--- src/rtl/flash_arb_pkg.sv ---
// Shared types and pin idle values for the flash bus arbiter.
package flash_arb_pkg;

  typedef enum logic [1:0] {
    StIdle,
    StOwnSpi,
    StOwnQspi,
    StGuard
  } arbState_e;

  typedef enum logic {
    OwnerSpi,
    OwnerQspi
  } owner_e;

  localparam logic [3:0] IDLE_DO = 4'b1100;
  localparam logic [3:0] IDLE_OE = 4'b1100;
  localparam logic [3:0] SPI_OE  = 4'b1101;

  // Undriven QSPI lanes fall back to the idle level, keeping HOLD/WP high.
  function automatic logic [3:0] qspiPinDo(logic [3:0] dataOut, logic [3:0] dataOe);
    return (dataOut & dataOe) | (IDLE_DO & ~dataOe);
  endfunction

endpackage

--- src/rtl/flash_arb_timer.sv ---
// Saturating cycle counter shared by the hold-timeout and the inter-owner guard gap.
module flash_arb_timer #(
  parameter int unsigned GUARD_CYCLES   = 4,
  parameter int unsigned TIMEOUT_CYCLES = 1048576,
  parameter int unsigned CNT_W          = 21
) (
  input  logic iCLK,
  input  logic iRESET,
  input  logic iClear,
  input  logic iEnable,
  output logic oGuardDone,
  output logic oTimeoutHit
);

  localparam logic [CNT_W-1:0] GuardLast = CNT_W'(GUARD_CYCLES - 1);
  localparam logic [CNT_W-1:0] TmoLast   =
    CNT_W'((TIMEOUT_CYCLES == 0) ? 0 : TIMEOUT_CYCLES - 1);

  logic [CNT_W-1:0] cntQ;

  always_ff @(posedge iCLK or posedge iRESET) begin
    if (iRESET) begin
      cntQ <= '0;
    end else if (iClear) begin
      cntQ <= '0;
    end else if (iEnable && (cntQ != '1)) begin
      cntQ <= cntQ + CNT_W'(1);
    end
  end

  assign oGuardDone  = (cntQ == GuardLast);
  assign oTimeoutHit = (TIMEOUT_CYCLES != 0) && (cntQ == TmoLast);

endmodule

--- src/rtl/flash_bus_arbiter.sv ---
// Request/grant ownership of the shared Q-SPI flash pins between the legacy SPI master
// and the QSPI controller, with a forced CS-high guard gap and a hold timeout.
module flash_bus_arbiter
  import flash_arb_pkg::*;
#(
  parameter int unsigned GUARD_CYCLES   = 4,
  parameter int unsigned TIMEOUT_CYCLES = 1048576,
  parameter int unsigned CNT_W          = 21
) (
  input  logic       iCLK,
  input  logic       iRESET,
  input  logic       iSPI_REQ,
  output logic       oSPI_GNT,
  input  logic       iSPI_SCK,
  input  logic       iSPI_CS,
  input  logic       iSPI_MOSI,
  output logic       oSPI_MISO,
  input  logic       iQSPI_REQ,
  output logic       oQSPI_GNT,
  input  logic       iQSPI_SCK,
  input  logic       iQSPI_NCS,
  input  logic [3:0] iQSPI_DATAOUT,
  input  logic [3:0] iQSPI_DATAOE,
  output logic [3:0] oQSPI_DATAIN,
  output logic       oFLASH_SCK,
  output logic       oFLASH_CS,
  output logic [3:0] oFLASH_DO,
  output logic [3:0] oFLASH_OE,
  input  logic [3:0] iFLASH_DI,
  output logic       oBUSY,
  output logic       oTIMEOUT
);

  arbState_e stateQ;
  owner_e    lastQ;
  logic      spiGntQ, qspiGntQ, busyQ, timeoutQ, spiBlkQ, qspiBlkQ;

  logic spiElig, qspiElig, spiRel, qspiRel, ownExit, cntClear;
  logic guardDone, timeoutHit;

  assign spiElig  = iSPI_REQ & ~spiBlkQ;
  assign qspiElig = iQSPI_REQ & ~qspiBlkQ;
  // Release only at a transfer boundary: request gone and the owner's CS deasserted.
  assign spiRel   = ~iSPI_REQ & iSPI_CS;
  assign qspiRel  = ~iQSPI_REQ & iQSPI_NCS;
  assign ownExit  = ((stateQ == StOwnSpi) && (spiRel || timeoutHit)) ||
                    ((stateQ == StOwnQspi) && (qspiRel || timeoutHit));
  assign cntClear = (stateQ == StIdle) || ownExit;

  flash_arb_timer #(
    .GUARD_CYCLES  (GUARD_CYCLES),
    .TIMEOUT_CYCLES(TIMEOUT_CYCLES),
    .CNT_W         (CNT_W)
  ) uTimer (
    .iCLK       (iCLK),
    .iRESET     (iRESET),
    .iClear     (cntClear),
    .iEnable    (stateQ != StIdle),
    .oGuardDone (guardDone),
    .oTimeoutHit(timeoutHit)
  );

  always_ff @(posedge iCLK or posedge iRESET) begin
    if (iRESET) begin
      stateQ   <= StIdle;
      lastQ    <= OwnerQspi;
      spiGntQ  <= 1'b0;
      qspiGntQ <= 1'b0;
      busyQ    <= 1'b0;
      timeoutQ <= 1'b0;
      spiBlkQ  <= 1'b0;
      qspiBlkQ <= 1'b0;
    end else begin
      timeoutQ <= 1'b0;
      if (!iSPI_REQ)  spiBlkQ  <= 1'b0;
      if (!iQSPI_REQ) qspiBlkQ <= 1'b0;
      case (stateQ)
        StIdle: begin
          if (spiElig && (!qspiElig || (lastQ == OwnerQspi))) begin
            stateQ  <= StOwnSpi;
            spiGntQ <= 1'b1;
            lastQ   <= OwnerSpi;
            busyQ   <= 1'b1;
          end else if (qspiElig) begin
            stateQ   <= StOwnQspi;
            qspiGntQ <= 1'b1;
            lastQ    <= OwnerQspi;
            busyQ    <= 1'b1;
          end
        end
        StOwnSpi: begin
          if (spiRel || timeoutHit) begin
            stateQ  <= StGuard;
            spiGntQ <= 1'b0;
            if (!spiRel) begin
              timeoutQ <= 1'b1;
              spiBlkQ  <= 1'b1;
            end
          end
        end
        StOwnQspi: begin
          if (qspiRel || timeoutHit) begin
            stateQ   <= StGuard;
            qspiGntQ <= 1'b0;
            if (!qspiRel) begin
              timeoutQ <= 1'b1;
              qspiBlkQ <= 1'b1;
            end
          end
        end
        StGuard: begin
          if (guardDone) begin
            stateQ <= StIdle;
            busyQ  <= 1'b0;
          end
        end
        default: stateQ <= StIdle;
      endcase
    end
  end

  always_comb begin
    oFLASH_SCK   = 1'b0;
    oFLASH_CS    = 1'b1;
    oFLASH_DO    = IDLE_DO;
    oFLASH_OE    = IDLE_OE;
    oSPI_MISO    = 1'b0;
    oQSPI_DATAIN = 4'b0000;
    case (stateQ)
      StOwnSpi: begin
        oFLASH_SCK = iSPI_SCK;
        oFLASH_CS  = iSPI_CS;
        oFLASH_DO  = {3'b110, iSPI_MOSI};
        oFLASH_OE  = SPI_OE;
        oSPI_MISO  = iFLASH_DI[1];
      end
      StOwnQspi: begin
        oFLASH_SCK   = iQSPI_SCK;
        oFLASH_CS    = iQSPI_NCS;
        oFLASH_DO    = qspiPinDo(iQSPI_DATAOUT, iQSPI_DATAOE);
        oFLASH_OE    = iQSPI_DATAOE | IDLE_OE;
        oQSPI_DATAIN = iFLASH_DI;
      end
      default: ;
    endcase
  end

  assign oSPI_GNT  = spiGntQ;
  assign oQSPI_GNT = qspiGntQ;
  assign oBUSY     = busyQ;
  assign oTIMEOUT  = timeoutQ;

endmodule

--- config.mk ---
export PLATFORM = sky130hd
export DESIGN_NAME = flash_bus_arbiter
export DESIGN_NICKNAME = d
export VERILOG_FILES = /design/src/rtl/flash_arb_pkg.sv /design/src/rtl/flash_arb_timer.sv /design/src/rtl/flash_bus_arbiter.sv
export SDC_FILE = /design/constraint.sdc
export NUM_CORES = 1
export LEC_CHECK = 0
export ABC_AREA = 1
export CORE_MARGIN = 2
export CORE_UTILIZATION = 25
export CTS_BUF_LIST = sky130_fd_sc_hd__clkbuf_2
export DETAILED_ROUTE_END_ITERATION = 12
export GPL_ROUTABILITY_DRIVEN = 0
export PLACE_DENSITY = 0.45
export SETUP_SLACK_MARGIN = 0.02
export SLEW_MARGIN = 20
export SYNTH_ARGS = -nofsm -noshare
export SYNTH_HDL_FRONTEND = slang
export SYNTH_HIERARCHICAL = 1
export SYNTH_SLANG_ARGS = --single-unit
export TNS_END_PERCENT = 100
--- constraint.sdc ---
create_clock -name iCLK -period 2.53 [get_ports iCLK]
set_clock_uncertainty 0.05 [all_clocks]
set_input_delay 0.253 -clock iCLK [delete_from_list [all_inputs] [get_ports iCLK]]
set_output_delay 0.253 -clock iCLK [all_outputs]
set_load 0.005 [all_outputs]
==> results.md <==
- Status: complete, no violations
- Setup TNS: 0 ns
- Synth Area per Inst: 6.58 um^2
- Final Critical Period: 2.32 ns
- Drt pass-1 iters: 4
- FILL cells: 964
- Clock power share: 15.2%
- Worst Setup SP: stateQ[0]$_DFFE_PP0P_
- Logic pwr share: 57.7%
- R2R Setup Slk: ~0.32 ns
- Worst Path Max Fanout: 14
- Core area: approximately 8600 um^2
- H-Tree Depth: 2
- Placed cell count: 483
- Post-Synthesis Cells: 331
- Initial antenna violation count: 0
- Post-synth EDFFs: 0
- Largest net degree at the start of global routing: 22
- CP endpoint kind: output port
- Vias in the first global route: 2146
- Hold Violations, Final: 0
- Reg2Reg Depth: 16
- Wire per inst: 12.5 um
- Top-count cell post-synth: nand2_1
- Arrival time at the worst endpoint: 2.02 ns
- PwrDens: around 790 nW/um^2
- Library cells used by synthesis: 32
- Area Overhead vs Synth: 31.6%
- Placed cell areas: 2730 um^2
- Top FF cell, synth: dfrtp_1
- Die area: 9480 um^2
- Worst IR Drop VDD: 0.000318 V
- Die H: between 90 and 100 um
- Synth top cells by count: nand2_1, inv_1, nor2_1
- Layout cells sized above 1: 15.2%
- End of the critical path: oFLASH_DO[0]
- Max frequency: 0.431 GHz
- Grt ovf: 0
- Setup CP Type: flip-flop to output port
- CTS Hold Bufs: 0
- Port Buffers: 37
- RSZ-0062 raised after global routing: false
- Std-Cell Rows: 34
- Via density: about 4.4
- Slew HR: 60.5%
- Startpoint types: flip-flop
- Final Power: 0.00225 W
- Clock slew at reported path FFs: 0.15 ns
- Design area: around 2900 um^2
- Leakage power: 1.39 nW
- Final Slew Violations: 0
- CTS Buf Count: 5
- Critical path data required time: 2.23 ns
- Clock Sinks: 30
- R2R Path Start: uTimer/cntQ[0]$_DFFE_PP0P_
- Pint: 0.00131 W
- Max Cap Violations: 0
- Antenna fix cells: 0
- Post-synth ARST share: 100%
- Reg power frac: between 20% and 30%
- CTS tree: built
- Total GRT Usage: 13.8%
- Min-Delay Path Class: input pin to async pin
- Period utilization: 91.6%
- Non-Filler Instances: 497
- Reg-to-Reg End: uTimer/cntQ[14]$_DFFE_PP0P_
- Slew @ Worst Pin: between 0.5 and 0.6 ns
- Via count: 2198
- Sequential share of the synthesized area: 34.5%
- Root Buffer: clkbuf_2
- Final net count: 414
- Final WL: 6.23 mm
- Estimated wirelength of the detail-placed design: approximately 4.8 mm
- Final ANT Viol Nets: 0
- Synth Cell Area: 2180 um^2
- Number of I/O pins: 40
- Clk Latency, worst-skew pair: ~0.37 ns
- DRT iter0 DRCs: 97
- Total net switching power: 0.000942 W
- Synth top area share: about a third
- Synth warnings: 6
- Top area cells in the synthesized netlist: dfrtp_1, nand2_1, inv_1
- Finish-stage setup viols: 0
- CTS max path bufs: 2
- Width of the die: 97.3 um
- Flops & latches, synth: 30
- Initial Util: roughly 25%
- # DRC: 0
- Cell taking the most area after synthesis: dfrtp_1
- Switching share of power: about two fifths
- Global-route wire length before repair: 10.6 mm
[layout make-up]
type	count	area [um^2]	share of cell area, %
multi-input combinational	248	1220	42.5
sequential	30	752	26.2
timing repair buffer	57	520	18.2
inverter	46	175	6.11
tap	108	135	4.71
clock buffer	7	35.0	1.22
clock inverter	1	30.0	1.05
[cell usage in the layout (no fill, tap or decap), types with 3 or more instances in the layout]
cell / count
nand2_2: 8
nor3_1: 4
o21ai_0: 6
nor4_1: 3
nand2_1: 109
buf_4: 20
ha_2: 4
clkdlybuf4s50_1: 37
inv_1: 39
inv_2: 6
o21ai_1: 8
xor2_1: 6
nand3_1: 26
nor2_4: 5
nor2_1: 35
nand4_1: 9
a21oi_1: 12
dfrtp_1: 29
clkbuf_2: 7
[state kept, by name (all words and copies together) (netlist names)]
name / flops
uTimer/cntQ: 21
stateQ: 2
lastQ: 1
oBUSY: 1
oQSPI_GNT: 1
oSPI_GNT: 1
oTIMEOUT: 1
qspiBlkQ: 1
spiBlkQ: 1
[routing by layer]
layer  up-vias  track usage (%)  share of wire [%]
met1       991             17.7                 48
met2        48             23.6                 47
met3         6             3.02                4.4
met4         0             3.63                1.1
li1       1153                -                  -
met5         -                0                  0
[worst max-delay path, cell delays in order (launching register included)]
cell	delay, ns
dfrtp_1	0.44
inv_1	0.11
ha_2	0.36
nand3_1	0.11
a21oi_1	0.14
clkdlybuf4s50_1	0.51
[kinds of logic after synthesis]
family | count (synthesis) | share of synthesized area (%)
and+or+nand+nor | 205 | 41.8
adders and majority gates | 5 | 2.87
xor gates and xnor gates | 7 | 2.81
buffers and inverters | 54 | 10.7
AOI/OAI and AO/OA | 29 | 7.06
other | 1 | 0.172
DFF | 30 | 34.5
[what timing repair did]
| action | in CTS | in global routing |
|---|---|---|
| gates resized for setup | 2 | 8 |
| cloned | 0 | 0 |
| endpoints found under the setup margin | 8 | 20 |
| hold endpoints to repair | 0 | 0 |
| pin swaps | 0 | 2 |
| setup buffers | 0 | 6 |
[worst min path at each step]
stage                         start  cells after the start              endpoint
4_1_cts                      iRESET                      2    qspiBlkQ$_DFF_PP0_
3_3_place_gp   oSPI_GNT$_DFFE_PP0P_                      2  oSPI_GNT$_DFFE_PP0P_
2_1_floorplan                iRESET                      1     oBUSY$_DFFE_PP0P_
3_5_place_dp   oSPI_GNT$_DFFE_PP0P_                      2  oSPI_GNT$_DFFE_PP0P_
5_1_grt                      iRESET                      2    qspiBlkQ$_DFF_PP0_
6_report                     iRESET                      2    qspiBlkQ$_DFF_PP0_
[per-stage QoR]
| step | hold slack [ns] | worst slack (ns) | util [%] |
|---|---|---|---|
| finish | 0.123 | 0.211 | 33.4 |
| global route | 0.129 | 0.0431 | 33.4 |
| CTS | 0.122 | 0.0882 | 32.6 |
| detailed placement | 0.442 | 0.0609 | 31.8 |
| global placement | 0.432 | 0.135 | 31.8 |
| floorplan | 0.0302 | 0.105 | - |
[power groups by stage]
stage / Combinational, W / Clock [W] / Sequential, W
4_1_cts: 0.00121 / 0.000362 / 0.000610
3_5_place_dp: 0.00121 / 0 / 0.000619
2_1_floorplan: 0.000758 / 0 / 0.000607
3_3_place_gp: 0.00121 / 0 / 0.000620
5_1_grt: 0.00144 / 0.000384 / 0.000623
6_report: 0.00130 / 0.000342 / 0.000611
(Power assumes the default switching activity.)
